[src/rtl/ysyx_22040895_pcu.sv]
`default_nettype none
// =============================================================================
// Module      : ysyx_22040895_pcu
// Description : Fetch-PC owner. Issues one outstanding instruction-memory
//               request at a time, applies EX branch redirects, drops
//               wrong-path responses and flushes younger stages.
//               Optional perf counters: define YSYX_22040895_PCU_PERF_EN.
// Revision    : 1.0 - initial release
// =============================================================================
module ysyx_22040895_pcu #(
    parameter int                XLEN     = 64,
    parameter logic [XLEN-1:0]   RESET_PC = 64'h0000_0000_8000_0000
) (
    input  logic            clk,
    input  logic            rst_n,
    input  logic            br_valid_i_pcu,
    input  logic            jump_branch_i_pcu,
    input  logic [XLEN-1:0] dnpc_i_pcu,
    output logic            req_valid_o_pcu,
    input  logic            req_ready_i_pcu,
    output logic [XLEN-1:0] req_addr_o_pcu,
    input  logic            rsp_valid_i_pcu,
    input  logic [31:0]     rsp_inst_i_pcu,
    output logic            inst_valid_o_pcu,
    input  logic            inst_ready_i_pcu,
    output logic [31:0]     inst_o_pcu,
    output logic [XLEN-1:0] inst_pc_o_pcu,
    output logic            flush_o_pcu
`ifdef YSYX_22040895_PCU_PERF_EN
    ,
    output logic [63:0]     perf_fetch_o_pcu,
    output logic [63:0]     perf_redirect_o_pcu,
    output logic [63:0]     perf_drop_o_pcu
`endif
);

    localparam logic [1:0] ST_REQ  = 2'd0;
    localparam logic [1:0] ST_WAIT = 2'd1;
    localparam logic [1:0] ST_HOLD = 2'd2;

    logic [1:0]      state;
    logic [XLEN-1:0] pc;
    logic [XLEN-1:0] inst_pc_q;
    logic [31:0]     inst_q;
    logic            inst_valid_q;
    logic            drop;
    logic            running;

    logic            redirect;
    logic            req_fire;

    assign redirect = br_valid_i_pcu & jump_branch_i_pcu;

    // running keeps req_valid low during the cycle reset is released
    assign req_valid_o_pcu  = running && (state == ST_REQ);
    assign req_addr_o_pcu   = pc;
    assign req_fire         = req_valid_o_pcu & req_ready_i_pcu;
    assign inst_valid_o_pcu = inst_valid_q;
    assign inst_o_pcu       = inst_q;
    assign inst_pc_o_pcu    = inst_pc_q;
    assign flush_o_pcu      = redirect & rst_n;

    always_ff @(posedge clk or negedge rst_n) begin
        if (!rst_n) begin
            state        <= ST_REQ;
            pc           <= RESET_PC;
            inst_pc_q    <= '0;
            inst_q       <= '0;
            inst_valid_q <= 1'b0;
            drop         <= 1'b0;
            running      <= 1'b0;
        end else begin
            running <= 1'b1;
            case (state)
                ST_REQ: begin
                    if (redirect) begin
                        pc <= dnpc_i_pcu;
                        // the accepted request targets the old path
                        if (req_fire) begin
                            drop  <= 1'b1;
                            state <= ST_WAIT;
                        end
                    end else if (req_fire) begin
                        state <= ST_WAIT;
                    end
                end
                ST_WAIT: begin
                    if (rsp_valid_i_pcu) begin
                        if (redirect) begin
                            pc    <= dnpc_i_pcu;
                            drop  <= 1'b0;
                            state <= ST_REQ;
                        end else if (drop) begin
                            drop  <= 1'b0;
                            state <= ST_REQ;
                        end else begin
                            inst_q       <= rsp_inst_i_pcu;
                            inst_pc_q    <= pc;
                            inst_valid_q <= 1'b1;
                            state        <= ST_HOLD;
                        end
                    end else if (redirect) begin
                        pc   <= dnpc_i_pcu;
                        drop <= 1'b1;
                    end
                end
                ST_HOLD: begin
                    if (redirect) begin
                        pc           <= dnpc_i_pcu;
                        inst_valid_q <= 1'b0;
                        state        <= ST_REQ;
                    end else if (inst_ready_i_pcu) begin
                        pc           <= pc + XLEN'(4);
                        inst_valid_q <= 1'b0;
                        state        <= ST_REQ;
                    end
                end
                default: begin
                    state <= ST_REQ;
                end
            endcase
        end
    end

`ifdef YSYX_22040895_PCU_PERF_EN
    logic fetch_inc;
    logic drop_inc;

    assign fetch_inc = (state == ST_HOLD) && !redirect && inst_ready_i_pcu;
    assign drop_inc  = (state == ST_WAIT) && rsp_valid_i_pcu && (redirect || drop);

    always_ff @(posedge clk or negedge rst_n) begin
        if (!rst_n) begin
            perf_fetch_o_pcu    <= '0;
            perf_redirect_o_pcu <= '0;
            perf_drop_o_pcu     <= '0;
        end else begin
            if (fetch_inc && (perf_fetch_o_pcu != '1))
                perf_fetch_o_pcu <= perf_fetch_o_pcu + 64'd1;
            if (redirect && (perf_redirect_o_pcu != '1))
                perf_redirect_o_pcu <= perf_redirect_o_pcu + 64'd1;
            if (drop_inc && (perf_drop_o_pcu != '1))
                perf_drop_o_pcu <= perf_drop_o_pcu + 64'd1;
        end
    end
`endif

endmodule
`default_nettype wire

[config.mk]
export PLATFORM = sky130hd
export DESIGN_NAME = ysyx_22040895_pcu
export DESIGN_NICKNAME = d
export VERILOG_FILES = /design/src/rtl/ysyx_22040895_pcu.sv
export SDC_FILE = /design/constraint.sdc
export NUM_CORES = 1
export LEC_CHECK = 0
export CAP_MARGIN = 20
export CORE_ASPECT_RATIO = 1.4
export CORE_MARGIN = 3
export CORE_UTILIZATION = 47
export CTS_CLUSTER_SIZE = 14
export DETAILED_ROUTE_END_ITERATION = 6
export PLACE_DENSITY = 0.82
export SYNTH_ARGS = -nofsm -noshare
export SYNTH_HDL_FRONTEND = slang
export SYNTH_SLANG_ARGS = --single-unit
[constraint.sdc]
create_clock -name clk -period 3.3 [get_ports clk]
set_clock_uncertainty 0.15 [all_clocks]
set_input_delay 0.33 -clock clk [delete_from_list [all_inputs] [get_ports clk]]
set_output_delay 0.33 -clock clk [all_outputs]
set_load 0.01 [all_outputs]
==> Yosys cells after proc, flatten, opt, wreduce, memory -nomap -nowiden <==
Index checks and enable logic that the tools add are counted.
{ "totals": {"regBits": 165} }
{ "op_classes": {"eq_ne": 10, "n_mux": 22, "n_addsub": 1, "bitwise": 5, "reduce_logical": 11} }
{ "op_table": {"columns": ["operator", "count"], "rows": [
  ["$mux 64", 3],
  ["$pmux 64 s2", 1],
  ["$add 64x3->64 const B", 1],
  ["$mux 2", 6],
  ["$ne 2x2->1 const B", 5],
  ["$mux 1", 9],
  ["$reduce_and 4->1", 2],
  ["$ne 3x3->1 const B", 2],
  ["$pmux 2 s3", 1],
  ["$reduce_and 3->1", 2],
  ["$reduce_bool 2->1", 3],
  ["$reduce_and 5->1", 1],
  ["$pmux 1 s2", 2],
  ["$and 1x1->1", 3],
  ["$eq 2x1->1 const B", 1],
  ["$eq 2x2->1 const B", 1],
  ["$logic_not 2->1", 1],
  ["$ne 2x1->1 const B", 1],
  ["$not 1->1", 2],
  ["$reduce_or 2->1", 1],
  ["$logic_and 1x1->1", 1]
]} }

==> Depth between registers and ports, before layout <==
{ "depth": {"word_depth": 6, "mapped_depth": 8} }

==> Least setup slack after synthesis <==
OpenSTA, ideal clock, no wires.
{ "synth_timing": {"path_type": "register to register", "startpoint": "register pc[12] (netlist: req_addr_o_pcu[12])", "endpoint": "register pc[41] (netlist: req_addr_o_pcu[41])", "t_arrival_ns": 2.276, "setup_time_ns": 0.138, "stages_incl_launch_ff": 9, "path_slack_ns": 0.737, "period_less_slack_ns": 2.563, "required_time_ns": 3.012, "cell_sequence": "dfrtp_1 buf_2 nand4_4 or4_1 buf_2 or4_1 buf_2 a31oi_1 o311ai_1"} }
{ "synth_via": {"elab_chain_len": 4} }
{ "synth_lines": {"columns": ["element", "line", "source"], "rows": [
  ["start, declared", "42", "logic [XLEN-1:0] pc;"],
  ["start signal, assigned", "77", "pc <= dnpc_i_pcu;"],
  ["start signal, assigned", "90", "pc <= dnpc_i_pcu;"],
  ["start signal, assigned", "103", "pc <= dnpc_i_pcu;"],
  ["$add 64x3->64", "113", "pc <= pc + XLEN'(4);"],
  ["$mux 64", "112", "end else if (inst_ready_i_pcu) begin"],
  ["$mux 64", "108", "if (redirect) begin"],
  ["$pmux 64 s2", "74", "case (state)"]
]} }
No other way between the ends. The select of a mux whose other input is x is not followed.
A chain may end at the register's enable or synchronous reset.

==> Worst setup path in the final report <==
{ "layout_timing": {"startpoint": "register pc[2] (netlist: req_addr_o_pcu[2])", "endpoint": "register pc[62] (netlist: req_addr_o_pcu[62])"} }
The elaborated chain is that of the path after synthesis.

==> results.json <==
{
  "synth-adder-area-share_pct": 0.151,
  "slowest_stage": "nor4_1",
  "p_leak_nw": 4.67,
  "cts_sinks": 165,
  "dp.cells": 1274,
  "grt_use_total_pct": 27.0,
  "grt_pass1_wl_um": 41700,
  "cp.buffers_inverters": 1,
  "yosysSeqAreaShare_pct": 50.0,
  "antenna_cells": 0,
  "layout.nets": 1166,
  "syn2layout_area_growth_pct": 43.6,
  "synth_xor_area_share_pct": 0,
  "r2r-end": "req_addr_o_pcu[62]",
  "yosysWarnings": 0,
  "cts_tree": "built",
  "ys_types": 61,
  "period_needed_ps": 2830,
  "cpPeakStageDelay_ps": 530,
  "grt_pass1_vias": 7799,
  "max_freq_ghz": 0.353,
  "synth_top_family_by_area": "simple AND/OR/NAND/NOR gates",
  "postCtsSetupBuffers": 0,
  "grt_max_degree": 73,
  "max-clock-path-buffers": 2,
  "period_share_pct": 85.8,
  "maxCapViolations": 0,
  "synth_fp_nets": 909,
  "syn-cell-area_um2": 8260,
  "pwr-share-comb_pct": 40.1,
  "clock_latency_ps": 430,
  "rrSetupSlack_ps": 470,
  "synth_edf_count": 0,
  "syn_inst": 805,
  "required_ps": 3490,
  "cts_root_buf": "clkbuf_16",
  "fill_cells": 1350,
  "vias": 7807,
  "gp_congestion": 0.895,
  "critical_path_class": "register to register",
  "antenna_found_initial": 0,
  "clk_pin_slew_ps": 60,
  "critPathMaxFanout": 8,
  "holdWs_ps": 198,
  "io-pin-count": 266,
  "ant_nets": 0,
  "status": "finished, final reports clean",
  "worst_pin_slew_ps": 936,
  "first_pass_iters": 5,
  "synth.avg_cell_area_um2": 10.3,
  "wl_per_cell_um": 20.2,
  "cp_cell_sequence": "ha_1 > nand3_1 > nor4_1 > nand4_1 > buf_4 > or4_1 > a211oi_1",
  "path_delay_family": "simple AND/OR/NAND/NOR gates",
  "start_util_pct": 48.5,
  "p_clk_share_pct": 21.3,
  "synth_ff_type": "dfrtp_1",
  "dieArea_um2": 19200,
  "drt_iter0_drc": 656,
  "synthMuxAreaShare_pct": 13.8,
  "synthSimpleGateAreaFrac_pct": 20.4,
  "r2r_start": "req_addr_o_pcu[2]",
  "dpl.hpwl_um": 19100,
  "p_int_w": 0.00620,
  "placed_area_um2": 11300,
  "finalSetupTns_ps": 0,
  "grt-ovfl-total": 0,
  "final_area_um2": 11900,
  "holdCritPathClass": "primary input to async pin",
  "routed_wirelength_um": 26400,
  "power.density_nw_per_um2": 778,
  "num_rows": 56,
  "fp.dieW_um": 118,
  "reg2reg_depth": 7,
  "final_cells": 1307,
  "finalMaxSlewViolations": 0,
  "async_flop_share_pct": 100,
  "drc_errors": 0,
  "critPathCaptureType": "register",
  "power_switching_w": 0.00305,
  "viasPerCell": 5.97,
  "hold_viol_final": 0,
  "p_seq_share_pct": 38.5,
  "htreeDepth": 4,
  "maxSlewHeadroom_pct": 37.6,
  "p_sw_share_pct": 33.0,
  "cp_data_arrival_time_ps": 3020,
  "synth-compound-area-share_pct": 12.4,
  "portBuffers": 265,
  "dieHeight_um": 163,
  "numCtsBuffers": 17,
  "setup_viol": 0,
  "vdd_drop_max_uv": 492,
  "start_kind": "register",
  "rsz0062_at_grt": "false",
  "core_area_um2": 17000,
  "ys_ff_latch": 165,
  "drive_gt1_share_pct": 16.3
}
[cell usage in the layout, fill, tap and decap left out, types with 4 or more instances in the layout]
cell and n:
nor2_1 43, clkbuf_16 17, nand4_1 29, or3_1 16, o211ai_1 4, a31oi_1 4
nor3_1 28, dfrtp_1 164, a21oi_1 44, and3_1 28, a2bb2oi_1 9, and4_1 9
buf_4 28, o22a_1 9, or4_1 6, nand2_1 65, o21ai_0 22, nand3_1 45
mux2i_1 4, inv_1 8, nand3b_1 4, clkbuf_8 5, a211oi_1 11, nor4_1 17
mux2_2 98, o22ai_1 15, clkdlybuf4s50_1 264, and2_1 10, clkinvlp_4 7, a311oi_1 6
[how the worst max path moves through the flow]
stage                                    end  depth (start not counted)  slack [ps]                from
after floorplan           req_addr_o_pcu[41]                          8         740  req_addr_o_pcu[12]
after CTS                 req_addr_o_pcu[62]                          7         510   req_addr_o_pcu[2]
after global routing      req_addr_o_pcu[50]                          6         280   req_addr_o_pcu[3]
final                     req_addr_o_pcu[62]                          7         470   req_addr_o_pcu[2]
after detailed placement  req_addr_o_pcu[62]                          7         560   req_addr_o_pcu[2]
after global placement    req_addr_o_pcu[50]                          6         670   req_addr_o_pcu[2]
[logic make-up (layout without fill, tap and decap cells)]
family	after synthesis	count (layout)
flip-flops	165	165
multiplexers	102	102
adder cells (fa/ha/maj)	1	1
buffers and inverters	67	337
AO/OA/AOI/OAI	154	154
AND/OR/NAND/NOR	315	315
other	1	1
[worst register-to-register path: stages, from the launching register on]
cell and delay (ps):
dfrtp_1 460, ha_1 240, nand3_1 250, nor4_1 530
nand4_1 190, buf_4 210, or4_1 480, a211oi_1 240
[what timing repair did]
action                                  4_1_cts  5_1_grt
gates resized for setup                       0        0
hold endpoints to repair                     31        0
hold buffers                                  1        0
endpoints found under the setup margin        0        0
[power by group through the flow]
stage,Clock [W],Sequential (W),Combinational [W]
3_5_place_dp,0,0.00359,0.00372
3_3_place_gp,0,0.00352,0.00366
5_1_grt,0.00207,0.00369,0.00393
4_1_cts,0.00200,0.00356,0.00374
2_1_floorplan,0,0.00380,0.00121
6_report,0.00197,0.00356,0.00371
[layout make-up]
cell class,count,area [µm²],area share (%)
sequential,165,4130,34.8
multi-input combinational,573,3900,32.8
timing repair buffer,297,2930,24.7
clock buffer,22,494,4.16
tap,232,290,2.45
clock inverter,10,96.3,0.812
inverter,8,30.0,0.253
[flip-flops by register name, indices dropped and copies added, names as in the netlist]
| register | cells |
|---|---|
| inst_valid_o_pcu | 1 |
| running | 1 |
| state | 2 |
| req_addr_o_pcu | 64 |
| drop | 1 |
| inst_pc_o_pcu | 64 |
| inst_o_pcu | 32 |
[per-layer routing]
layer | vias to the layer above | wire length [µm] | GRT usage, %
met2 | 355 | 13700 | 47.4
li1 | 3541 | - | -
met4 | 0 | 882 | 11.8
met1 | 3850 | 10100 | 31.7
met5 | - | 0 | 0
met3 | 61 | 1720 | 6.18
[per-stage QoR]
step | power [W] | setup slack [ps] | util (%)
finish | 0.00924 | 467 | 69.7
global route | 0.00970 | 276 | 69.7
CTS | 0.00930 | 513 | 69.7
detailed placement | 0.00731 | 559 | 66.2
global placement | 0.00719 | 665 | 66.2
floorplan | 0.00501 | 737 | -
[synthesized netlist by cell type, types with 4 or more instances]
cell type | n | area (µm²)
o21ai_0 | 22 | 110
a21oi_1 | 44 | 220
and3_1 | 28 | 175
a31oi_1 | 4 | 25.0
a2bb2oi_1 | 9 | 78.8
buf_2 | 8 | 40.0
or4_1 | 6 | 45.0
nand3_1 | 45 | 225
dfrtp_1 | 164 | 4100
and2_1 | 10 | 62.6
mux2i_1 | 4 | 40.0
o22a_1 | 9 | 78.8
nand4_1 | 29 | 181
or3_1 | 16 | 100
and4_1 | 9 | 78.8
nor3_1 | 29 | 145
a211oi_1 | 11 | 82.6
nor4_1 | 17 | 106
buf_1 | 5 | 18.8
o211ai_1 | 4 | 30.0
nor2_1 | 44 | 165
a311oi_1 | 6 | 52.6
nand2_1 | 65 | 244
o22ai_1 | 15 | 93.8
clkbuf_1 | 45 | 169
inv_1 | 8 | 30.0
nand3b_1 | 4 | 30.0
mux2_2 | 98 | 1100
Power figures use the tool's default switching activity.
